[config.mk]
export PLATFORM = sky130hd
export DESIGN_NAME = matrix_mult_stream
export DESIGN_NICKNAME = d
export VERILOG_FILES = /design/src/rtl/matrix_mult_stream.sv
export SDC_FILE = /design/constraint.sdc
export NUM_CORES = 1
export LEC_CHECK = 0
export CAP_MARGIN = 5
export CORE_MARGIN = 4
export CORE_UTILIZATION = 40
export CTS_BUF_LIST = sky130_fd_sc_hd__clkbuf_8
export CTS_CLUSTER_SIZE = 20
export DETAILED_ROUTE_END_ITERATION = 8
export DONT_BUFFER_PORTS = 1
export SYNTH_ARGS = -nofsm -noshare
export SYNTH_HDL_FRONTEND = slang
export SYNTH_SLANG_ARGS = --single-unit
[constraint.sdc]
create_clock -name clk -period 7.2 [get_ports clk]
set_clock_uncertainty 0.05 [all_clocks]
set_input_delay 0 -clock clk [delete_from_list [all_inputs] [get_ports clk]]
set_output_delay 0 -clock clk [all_outputs]
set_load 0.05 [all_outputs]
[src/rtl/matrix_mult_stream.sv]
// matrix_mult_stream: streamed NxN multiply C = A x B, one MAC per cycle, valid/ready on both sides.
// Define MM_SIGNED_EN for two's complement operands and results.
module matrix_mult_stream #(
    parameter int M  = 2,
    parameter int DW = 8
) (
    input  logic                clk,
    input  logic                reset,
    input  logic [DW-1:0]       a_in,
    input  logic [DW-1:0]       b_in,
    input  logic                in_valid,
    output logic                in_ready,
    output logic [2*DW+M-1:0]   c_out,
    output logic                out_valid,
    input  logic                out_ready,
    output logic                c_last,
    output logic                busy
);
    localparam int N  = 2**M;
    localparam int AW = 2*DW+M;

    typedef enum logic [1:0] {LOAD, MAC, OUT} state_t;

    state_t          state, state_nx;
    logic [DW-1:0]   a_mem [N*N];
    logic [DW-1:0]   b_mem [N*N];
    logic [2*M-1:0]  ld_idx;
    logic [M-1:0]    i, j, k;
    logic [AW-1:0]   acc, prod, a_x, b_x;
    logic            last_el;

    assign last_el = &{i, j};

    // Operands widened to the accumulator width so the product can never wrap.
`ifdef MM_SIGNED_EN
    assign a_x = AW'($signed(a_mem[{i, k}]));
    assign b_x = AW'($signed(b_mem[{k, j}]));
`else
    assign a_x = AW'(a_mem[{i, k}]);
    assign b_x = AW'(b_mem[{k, j}]);
`endif
    assign prod = a_x * b_x;

    always_ff @(posedge clk) begin
        if (reset)
            state <= LOAD;
        else
            state <= state_nx;
    end

    always_comb begin
        state_nx  = state;
        in_ready  = !reset && state == LOAD;
        out_valid = !reset && state == OUT;
        busy      = !reset && state != LOAD;
        c_last    = out_valid && last_el;
        c_out     = reset ? '0 : acc;
        case (state)
            LOAD:    state_nx = (in_valid && &ld_idx) ? MAC : LOAD;
            MAC:     state_nx = &k ? OUT : MAC;
            OUT:     state_nx = !out_ready ? OUT : last_el ? LOAD : MAC;
            default: state_nx = LOAD;
        endcase
    end

    always_ff @(posedge clk) begin
        if (!reset && state == LOAD && in_valid) begin
            a_mem[ld_idx] <= a_in;
            b_mem[ld_idx] <= b_in;
        end
    end

    // Indices wrap naturally: ld_idx after the last load and i/j after the last result return to 0.
    always_ff @(posedge clk) begin
        if (reset) begin
            ld_idx <= '0;
            i      <= '0;
            j      <= '0;
            k      <= '0;
            acc    <= '0;
        end else begin
            case (state)
                LOAD: if (in_valid) ld_idx <= ld_idx + 1'b1;
                MAC: begin
                    acc <= acc + prod;
                    k   <= k + 1'b1;
                end
                OUT: if (out_ready) begin
                    acc <= '0;
                    j   <= j + 1'b1;
                    if (&j) i <= i + 1'b1;
                end
                default: ;
            endcase
        end
    end
endmodule

==> key figures, run 1 <==
Logic synthesis
  – Yosys top cell area share: 0.560
  – Warnings from Yosys: 0
  – Post-synth EDFFs: 256
  – Synth Cell Area: 13,700 µm²
  – Multiplexer area fraction after synthesis: 0.135
  – #FFs+latches synth: 286
  – Async S/R FF share, synth: 0
  – Synth Instances: 852
  – Synth area leaders: edfxtp_1 (56%), mux4_2 (13%), fa_1 (7.3%)
  – Syn_area_per_cell: 16.1 µm²
  – Adder-cell share of the synthesized area: 0.116
  – Post-synth net total: 969
  – Largest family of logic cells by synthesized area: multiplexers
  – Complex-gate fraction of the synthesized area: 0.0315
  – Synth Area in Simple Gates: 0.0639
  – Yosys cell types: 50
  – XOR/XNOR Fraction of Synth Area: 0.00766
  – Sequential area share after synthesis: 0.604
  – Most used DFF post-synth: edfxtp_1
  – Yosys top cell by area: edfxtp_1

Final layout
  – Area of the multi-input gates: 4910 µm²
  – Ant. Diodes: 0
  – Area Growth Syn to Fin: 12.1%
  – Share of post-route cells with drive strength above 1: 0.196
  – # fillers: 3,006
  – Register area: 8290 µm²
  – Fin area: 15,400 µm²
  – Final nets: 1,031

Placed design
  – Placed Area: 14,300 µm²
  – Port Buffers: 0
  – Final HPWL DP: 18,700 µm
  – Final GP Congestion: 0.801

Detailed routing
  – Per-cell routed wire length: 21.6 µm
  – Initial DRC count: 478
  – Final ANT Viol Nets: 0
  – Metal3 WL: 1670 µm
  – DRC viols: 0
  – Vias per cell: 5.18
  – WL final: 30,100 µm
  – Post-Route M1 WL: 13,000 µm
  – Detailed Routing Iterations Pass 1: 5
  – Via count: 7,224
  – Top Layer Used: met5
  – Detail Route met2 WL: 14,900 µm

CTS
  – Clock Sinks: 286
  – PostCTS Resize Cnt: 0
  – Clock latency on the worst-skew pair: 0.59 ns
  – H-tree depth: 2
  – Clock Path Buffers: 3
  – CTS tree: built
  – CTS buffer count: 46
  – Root buffer cell: clkbuf_8
  – Clock transition at the registers of the reported paths: 0.07 ns
  – Setup repair bufs after CTS: 0
  – Hold bufs inserted after CTS: 20

Critical path
  – CP Capture Point: acc[15]
  – Critical R2R Capture: acc[15]
  – CP endpoint kind: flop
  – CP peak stage delay: 0.72 ns
  – Delay-heaviest family, CP: adder cells
  – Origin of the worst setup path: k[0]
  – Startpoint types: flop
  – Worst path bufs/invs: 5
  – CP max FO: 30
  – RR Startpoint: k[0]
  – Reg2reg setup slack: 0.66 ns
  – CP Data Required Time: 7.63 ns
  – CP cell instances: buf_4, mux4_2, mux4_2, and2_1, fa_1, inv_1, fa_1, inv_1, fa_1, inv_1, fa_1, inv_1, ha_1, and2_4, a221oi_4, a21oi_2, o311a_1, or3_1, a32o_1
  – CP arrival: 6.97 ns
  – Crit Path Class: flop to flop
  – Worst path depth: 19
  – Worst path slowest cell: dfxtp_4
  – Reg2Reg Depth: 19

STA
  – Max transition margin: 0.282
  – Worst-margin pin slew: 1.07 ns
  – Max Slew Vio Count: 0
  – Fmax: 153 MHz
  – Setup TNS: 0 ns
  – Fin. Hold Viols: 0
  – Minimum clock period: 6.54 ns
  – Final setup violation count: 0
  – RSZ-0062 raised after global routing: no
  – Final worst path period share: 0.908

Power and ir drop
  – Pwr dens: 237 nW/µm²
  – Pint: 2.69 mW
  – P_leak: 5.48 nW
  – Comb power frac: 0.148
  – Sequential power share: 0.499
  – Total Power: 3.65 mW
  – Clk pwr share: 0.353
  – VDD IR max: 0.196 mV
  – Switch Pwr: 958 µW
  – Sw frac: 0.263

Worst hold path
  – Worst min-delay path class: primary input to flop
  – Hold path start: reset

Global routing
  – Largest net degree at the start of global routing: 35
  – GRT Total Usage: 0.167
  – First-pass GRT wire length: 46,400 µm
  – Antenna violations before repair: 1
  – Global route overflow: 0
  – Vias in the first global route: 7,655

Floorplan
  – Die ar.: 37,300 µm²
  – # rows: 67
  – # IOs: 42
  – Die Y-Extent: 193 µm
  – Core Footprint: 33,700 µm²
  – Initial Util: 0.407
  – Overall die width: 193 µm

Job
  – Max_cap viols: 0

Status
  – Status: complete, no violations
## worst min-delay path by stage
stage / endpoint / cells after the start / slack [ns]
2_1_floorplan: a_mem[0][0] / 0 / 0.05
3_3_place_gp: k[0] / 1 / 0.03
3_5_place_dp: k[0] / 1 / 0.03
4_1_cts: acc[16] / 4 / 0.001
5_1_grt: a_mem[4][2] / 3 / 0.03
6_report: acc[16] / 4 / 0.04
## power by group through the flow
stage          Combinational [mW]  Clock (mW)  Sequential, mW
3_3_place_gp                0.510           0            1.86
4_1_cts                     0.545        1.33            1.82
5_1_grt                     0.621        1.41            1.82
6_report                    0.540        1.29            1.82
3_5_place_dp                0.512           0            1.86
2_1_floorplan               0.417           0            1.86
## area by class of cell
cell class | instances | share of cell area
multi-input cells | 429 | 0.319
clock buffers | 47 | 0.0421
flip-flops and latches | 286 | 0.539
clock inverters | 33 | 0.0121
well taps | 448 | 0.0364
inverters | 107 | 0.0261
repair buffers | 44 | 0.0247
## sequential cells by signal, summed over array words and instances (netlist names)
register,flops
state,2
k,2
ld_idx,4
acc,18
j,2
a_mem,128
b_mem,128
i,2
## layout by cell type (no fill, tap or decap), types with 10 or more instances in the layout
master	instances
nor2b_1	13
dlygate4sd3_1	20
o21ai_0	12
inv_1	118
clkinv_1	12
and2_1	39
dfxtp_1	28
nor2_2	12
fa_1	50
buf_4	24
nand2_1	48
a21oi_1	12
nor2_1	27
clkbuf_8	47
mux4_2	80
xnor2_1	10
ha_1	47
edfxtp_1	256
## through the flow
| step | setup slack (ns) | hold slack [ns] | util | instances |
|---|---|---|---|---|
| 2_1_floorplan | 1.24 | 0.0489 | - | 852 |
| 3_3_place_gp | 0.705 | 0.0278 | 0.426 | 1294 |
| 3_5_place_dp | 0.640 | 0.0276 | 0.426 | 1294 |
| 4_1_cts | 0.639 | 0.00124 | 0.456 | 1394 |
| 5_1_grt | 0.390 | 0.0274 | 0.456 | 1394 |
| 6_report | 0.664 | 0.0393 | 0.456 | 1394 |
## cell usage after synthesis (3+ instances only)
cell type / number
nor2b_1: 13
and2_1: 39
clkbuf_1: 15
nor3_1: 6
buf_2: 6
xnor2_1: 10
inv_1: 107
buf_6: 7
o31ai_1: 3
a21o_1: 5
fa_1: 50
mux4_2: 80
edfxtp_1: 256
a21oi_1: 12
mux2i_1: 5
ha_1: 47
o21a_1: 3
or3_1: 3
nand2b_1: 7
dfxtp_1: 30
nor2_1: 39
o21ai_0: 12
a22o_1: 7
nand3_1: 8
nand2_1: 48
## logic make-up (layout without fill, tap and decap cells)
logic type                 count (synthesis)  after routing
xor gates and xnor gates                  12             12
adders and majority gates                 97             97
muxes                                     85             85
and+or+nand+nor                          176            176
DFF                                      286            286
buffers and inverters                    137            231
AOI/OAI and AO/OA                         59             59
## worst min-delay path, stage by stage
cell and delay [ns]:
nor2b_1 0.18, nand2_1 0.12, o311ai_0 0.11, or2_1 0.21
## metal layers
metal	GRT usage	vias up
met2	0.277	193
met5	0	-
met4	0.0452	2
li1	-	3273
met3	0.0358	49
met1	0.227	3707
No activity file was read; power rests on OpenSTA's default activity.
==> inputs of run 2 (changes only) <==
Settings changed: CORE_ASPECT_RATIO set to 2.
==> key figures, run 2 (synthesis results as in run 1) <==
Status
  – Status: complete, no violations (unchanged)

STA
  – Final worst path period share: 0.888 (was 0.908)
  – Worst-margin pin slew: 1.09 ns (was 1.07 ns)
  – Hold WS: 0.0348 ns (was 0.0393 ns)
  – Minimum clock period: 6.39 ns (was 6.54 ns)
  – Setup TNS: 0 ns (unchanged)
  – RSZ-0062 raised after global routing: no (unchanged)
  – Fmax: 156 MHz (was 153 MHz)
  – Max Slew Vio Count: 0 (unchanged)
  – Fin. Hold Viols: 0 (unchanged)
  – Max transition margin: 0.271 (was 0.282)
  – Final setup violation count: 0 (unchanged)

Critical path
  – CP endpoint kind: flop (unchanged)
  – CP arrival: 6.80 ns (was 6.97 ns)
  – Startpoint types: flop (unchanged)
  – CP peak stage delay: 0.70 ns (was 0.72 ns)
  – Worst path slowest cell: dfxtp_4 (unchanged)
  – Crit Path Class: flop to flop (unchanged)
  – CP cell instances: buf_12, mux4_2, mux4_2, and2_1, fa_1, fa_1, fa_1, inv_1, fa_1, inv_1, ha_1, and2_4, a221oi_4, a21oi_2, o311a_1, or3_1, a32o_1 (was buf_4, mux4_2, mux4_2, and2_1, fa_1, inv_1, fa_1, inv_1, fa_1, inv_1, fa_1, inv_1, ha_1, and2_4, a221oi_4, a21oi_2, o311a_1, or3_1, a32o_1)
  – CP Data Required Time: 7.61 ns (was 7.63 ns)
  – CP dominant cell by count: fa_1
  – CP max FO: 34 (was 30)

Detailed routing
  – Final ANT Viol Nets: 0 (unchanged)
  – WL final: 31,200 µm (was 30,100 µm)
  – Per-cell routed wire length: 22.7 µm (was 21.6 µm)
  – DRC viols: 0 (unchanged)
  – Initial DRC count: 474 (was 478)
  – Vias per cell: 5.20 (was 5.18)
  – Via count: 7,171 (was 7,224)
  – Detailed Routing Iterations Pass 1: 4 (was 5)

Final layout
  – # fillers: 3,013 (was 3,006)
  – Register area: 8290 µm² (unchanged)
  – Area Growth Syn to Fin: 12.5% (was 12.1%)
  – Top flop regs: a_mem x128, b_mem x128, acc x18 (unchanged)
  – Final nets: 1,026 (was 1,031)
  – Area of the multi-input gates: 4920 µm² (was 4910 µm²)
  – Non-filler cells, final: 1,378 (was 1,394)
  – Commonest non-fill, non-tap cells in the layout: edfxtp_1 (256), inv_1 (113), mux4_2 (80) (was edfxtp_1 (256), inv_1 (118), mux4_2 (80))
  – Fin area: 15,400 µm² (about the same)
  – Share of post-route cells with drive strength above 1: 0.197 (was 0.196)
  – Commonest non-fill, non-tap cell in the layout: edfxtp_1 (unchanged)

Placed design
  – Cells after DPL: 1,284 (was 1,294)
  – Placed Area: 14,400 µm² (was 14,300 µm²)
  – Port Buffers: 0 (unchanged)
  – Final HPWL DP: 20,400 µm (was 18,700 µm)
  – Final GP Congestion: 0.823 (was 0.801)

Worst hold path
  – Worst min-delay path class: primary input to flop (unchanged)

Power and ir drop
  – Pint: 2.76 mW (was 2.69 mW)
  – Sw frac: 0.256 (was 0.263)
  – VDD IR max: 0.160 mV (was 0.196 mV)
  – P_leak: 5.48 nW (about the same)
  – Comb power frac: 0.146 (was 0.148)
  – Switch Pwr: 951 µW (was 958 µW)
  – Clk pwr share: 0.364 (was 0.353)
  – Total Power: 3.72 mW (was 3.65 mW)
  – Pwr dens: 241 nW/µm² (was 237 nW/µm²)
  – Sequential power share: 0.490 (was 0.499)

Global routing
  – First-pass GRT wire length: 47,500 µm (was 46,400 µm)
  – Vias in the first global route: 7,946 (was 7,655)
  – Antenna violations before repair: 3 (was 1)
  – Largest net degree at the start of global routing: 35 (unchanged)
  – Global route overflow: 0 (unchanged)
  – GRT Total Usage: 0.169 (was 0.167)

CTS
  – CTS buffer count: 40 (was 46)
  – Setup repair bufs after CTS: 0 (unchanged)
  – Clock transition at the registers of the reported paths: 0.07 ns (about the same)
  – CTS tree: built (unchanged)
  – PostCTS Resize Cnt: 0 (unchanged)
  – Clock Path Buffers: 3 (unchanged)
  – Clock latency on the worst-skew pair: 0.57 ns (was 0.59 ns)
  – H-tree depth: 2 (unchanged)
  – Clock Sinks: 286 (unchanged)
  – Root buffer cell: clkbuf_8 (unchanged)
  – Hold bufs inserted after CTS: 19 (was 20)

Floorplan
  – Initial Util: 0.406 (was 0.407)
  – Overall die width: 139 µm (was 193 µm)
  – # IOs: 42 (unchanged)
  – Core Footprint: 33,800 µm² (was 33,700 µm²)
  – # rows: 95 (was 67)
  – Die ar.: 37,500 µm² (was 37,300 µm²)
  – Die Y-Extent: 270 µm (was 193 µm)

Job
  – Max_cap viols: 0 (unchanged)
run 2: layer usage:
layer / wire length (µm) / GRT usage / vias up / share of wire
met5: 7 / 0 / - / 0.00022
met4: 941 / 0.0598 / 2 / 0.030
met3: 1130 / 0.0253 / 60 / 0.036
met2: 18300 / 0.334 / 134 / 0.59
met1: 10900 / 0.176 / 3727 / 0.35
li1: - / - / 3248 / -
run 2: metrics by stage:
step | worst slack [ns] | util
finish | 0.809 | 0.457
global route | 0.515 | 0.457
CTS | 0.718 | 0.457
detailed placement | 0.740 | 0.426
global placement | 0.813 | 0.426
floorplan | 1.24 | -
run 2: path summary, 6_finish.rpt:
check                           startpoint          end  slack [ns]  depth (start not counted)
worst min register to register      acc[4]       acc[4]        0.41                          2
worst max-delay path                  k[0]      acc[15]        0.81                         17
worst min-delay path              in_valid  b_mem[8][0]        0.03                          3
worst max register to register        k[0]      acc[15]        0.81                         17
run 2: cell type report:
type / count / area share
diodes: 2 / 0.000324
clock buffers: 41 / 0.0366
clock inverters: 32 / 0.0187
inverters: 107 / 0.0260
multi-input cells: 429 / 0.319
flip-flops and latches: 286 / 0.538
well taps: 436 / 0.0354
repair buffers: 45 / 0.0266
run 2: power groups by stage:
| stage | registers (mW) | clock network (mW) | logic (mW) |
|---|---|---|---|
| 2_1_floorplan | 1.86 | 0 | 0.417 |
| 3_3_place_gp | 1.86 | 0 | 0.517 |
| 3_5_place_dp | 1.86 | 0 | 0.523 |
| 4_1_cts | 1.82 | 1.39 | 0.553 |
| 5_1_grt | 1.82 | 1.46 | 0.619 |
| 6_report | 1.82 | 1.35 | 0.544 |
run 2: critical path, delay by kind of cell (launching register included):
family | cells | cell delay (ns)
AND/OR/NAND/NOR | 3 | 0.71
multiplexers | 2 | 1.10
AO/OA/AOI/OAI | 4 | 1.04
flip-flops | 1 | 0.70
buffers and inverters | 3 | 0.40
adder cells (fa/ha/maj) | 5 | 2.27
==> inputs of run 3 (changes only) <==
Settings changed: REMOVE_ABC_BUFFERS set to 1, SETUP_SLACK_MARGIN set to 0.1.
==> key figures, run 3 (synthesis results as in run 1) <==
Status
  – Status: complete, no violations (unchanged)

Final layout
  – Area of the multi-input gates: 4920 µm² (unchanged)
  – Register area: 8290 µm² (unchanged)
  – Fin area: 15,300 µm² (was 15,400 µm²)
  – Share of post-route cells with drive strength above 1: 0.191 (was 0.197)
  – Commonest non-fill, non-tap cell in the layout: edfxtp_1 (unchanged)
  – Util after Layout: 0.455 (was 0.457)
  – Final nets: 1,029 (was 1,026)
  – # fillers: 3,005 (was 3,013)
  – Area Growth Syn to Fin: 11.9% (was 12.5%)
  – Top flop regs: a_mem x128, b_mem x128, acc x18 (unchanged)
  – Commonest non-fill, non-tap cells in the layout: edfxtp_1 (256), inv_1 (116), mux4_2 (80) (was edfxtp_1 (256), inv_1 (113), mux4_2 (80))

Power and ir drop
  – Total Power: 3.55 mW (was 3.72 mW)
  – Sw frac: 0.267 (was 0.256)
  – Comb power frac: 0.159 (was 0.146)
  – Switch Pwr: 948 µW (was 951 µW)
  – VDD IR max: 0.0980 mV (was 0.160 mV)
  – Sequential power share: 0.512 (was 0.490)
  – Pint: 2.61 mW (was 2.76 mW)
  – P_leak: 5.44 nW (was 5.48 nW)
  – Clk pwr share: 0.329 (was 0.364)
  – Pwr dens: 232 nW/µm² (was 241 nW/µm²)

Detailed routing
  – Per-cell routed wire length: 23.6 µm (was 22.7 µm)
  – Post-Route M1 WL: 10,900 µm (about the same)
  – Initial DRC count: 316 (was 474)
  – Detail Route met2 WL: 19,700 µm (was 18,300 µm)
  – Final ANT Viol Nets: 0 (unchanged)
  – Via count: 7,275 (was 7,171)
  – DRC viols: 0 (unchanged)
  – Vias per cell: 5.28 (was 5.20)
  – Detailed Routing Iterations Pass 1: 4 (unchanged)
  – WL final: 32,500 µm (was 31,200 µm)
  – Metal3 WL: 937 µm (was 1130 µm)
  – Top Layer Used: met4 (was met5)

Worst hold path
  – Worst min-delay path class: primary input to flop (unchanged)

Job
  – Max_cap viols: 0 (unchanged)

Global routing
  – Largest net degree at the start of global routing: 35 (unchanged)
  – Antenna violations before repair: 2 (was 3)
  – Vias in the first global route: 7,922 (was 7,946)
  – First-pass GRT wire length: 49,000 µm (was 47,500 µm)
  – GRT Total Usage: 0.175 (was 0.169)
  – Global route overflow: 0 (unchanged)

Floorplan
  – Die Y-Extent: 270 µm (unchanged)
  – Die ar.: 37,500 µm² (unchanged)
  – # rows: 95 (unchanged)
  – Initial Util: 0.406 (unchanged)
  – Overall die width: 139 µm (unchanged)
  – Core Footprint: 33,800 µm² (unchanged)
  – # IOs: 42 (unchanged)

Placed design
  – Final GP Congestion: 0.836 (was 0.823)
  – Final HPWL DP: 21,600 µm (was 20,400 µm)
  – Port Buffers: 0 (unchanged)
  – Placed Area: 14,400 µm² (about the same)

STA
  – Fmax: 157 MHz (was 156 MHz)
  – Hold WS: 0.0534 ns (was 0.0348 ns)
  – Final worst path period share: 0.887 (was 0.888)
  – Fin. Hold Viols: 0 (unchanged)
  – Minimum clock period: 6.39 ns (about the same)
  – Max Slew Vio Count: 0 (unchanged)
  – Max transition margin: 0.229 (was 0.271)
  – Worst-margin pin slew: 1.15 ns (was 1.09 ns)
  – Final setup violation count: 0 (unchanged)
  – RSZ-0062 raised after global routing: no (unchanged)

CTS
  – CTS buffer count: 40 (unchanged)
  – PostCTS Resize Cnt: 0 (unchanged)
  – Clock transition at the registers of the reported paths: 0.08 ns (was 0.07 ns)
  – H-tree depth: 2 (unchanged)
  – Root buffer cell: clkbuf_8 (unchanged)
  – Setup repair bufs after CTS: 0 (unchanged)
  – Clock Path Buffers: 3 (unchanged)
  – Clock Sinks: 286 (unchanged)
  – Clock latency on the worst-skew pair: 0.54 ns (was 0.57 ns)
  – CTS tree: built (unchanged)
  – Hold bufs inserted after CTS: 22 (was 19)

Critical path
  – CP max FO: 27 (was 34)
  – CP Data Required Time: 7.58 ns (was 7.61 ns)
  – CP arrival: 6.76 ns (was 6.80 ns)
  – CP endpoint kind: flop (unchanged)
  – Startpoint types: flop (unchanged)
  – Crit Path Class: flop to flop (unchanged)
run 3: layer usage:
layer,vias up,GRT usage
li1,3251,-
met1,3845,0.175
met2,126,0.360
met3,53,0.0218
met4,0,0.0595
met5,-,0
run 3: power groups by stage:
stage	clock network, mW	logic, mW	registers, mW
CTS	1.21	0.568	1.82
floorplan	0	0.412	1.86
global placement	0	0.527	1.86
finish	1.17	0.563	1.82
detailed placement	0	0.532	1.86
global route	1.27	0.632	1.82
run 3: final cells by class:
type,instances,area share
diodes,2,0.000326
clock buffers,40,0.0359
clock inverters,31,0.0109
inverters,107,0.0262
multi-input cells,429,0.321
flip-flops and latches,286,0.540
well taps,436,0.0355
repair buffers,48,0.0302
run 3: critical path, cell delays in order (launching register included):
cell and delay (ns):
dfxtp_4 0.50, buf_12 0.27, mux4_2 0.55, mux4_2 0.59, and2_1 0.21, fa_1 0.54, inv_1 0.06, fa_1 0.53
inv_1 0.05, fa_1 0.47, inv_1 0.05, fa_1 0.49, inv_1 0.05, ha_1 0.33, and2_4 0.17, a221oi_4 0.36
a21oi_2 0.11, o311a_1 0.35, or3_1 0.30, a32o_1 0.24
run 3: metrics by stage:
| step | TNS, ns | std cells | setup WS (ns) |
|---|---|---|---|
| 6_report | 0 | 1379 | 0.812 |
| 2_1_floorplan | -0.920 | 822 | -0.415 |
| 4_1_cts | 0 | 1377 | 0.790 |
| 5_1_grt | 0 | 1379 | 0.597 |
| 3_3_place_gp | 0 | 1284 | 0.901 |
| 3_5_place_dp | 0 | 1284 | 0.836 |
run 3: final timing paths:
check	cells past startpoint	endpoint	slack, ns	start
worst max-delay path	19	acc[15]	0.81	k[0]
worst min-delay path	2	acc[13]	0.05	reset
worst max register to register	19	acc[15]	0.81	k[0]
worst min register to register	2	acc[5]	0.40	acc[5]
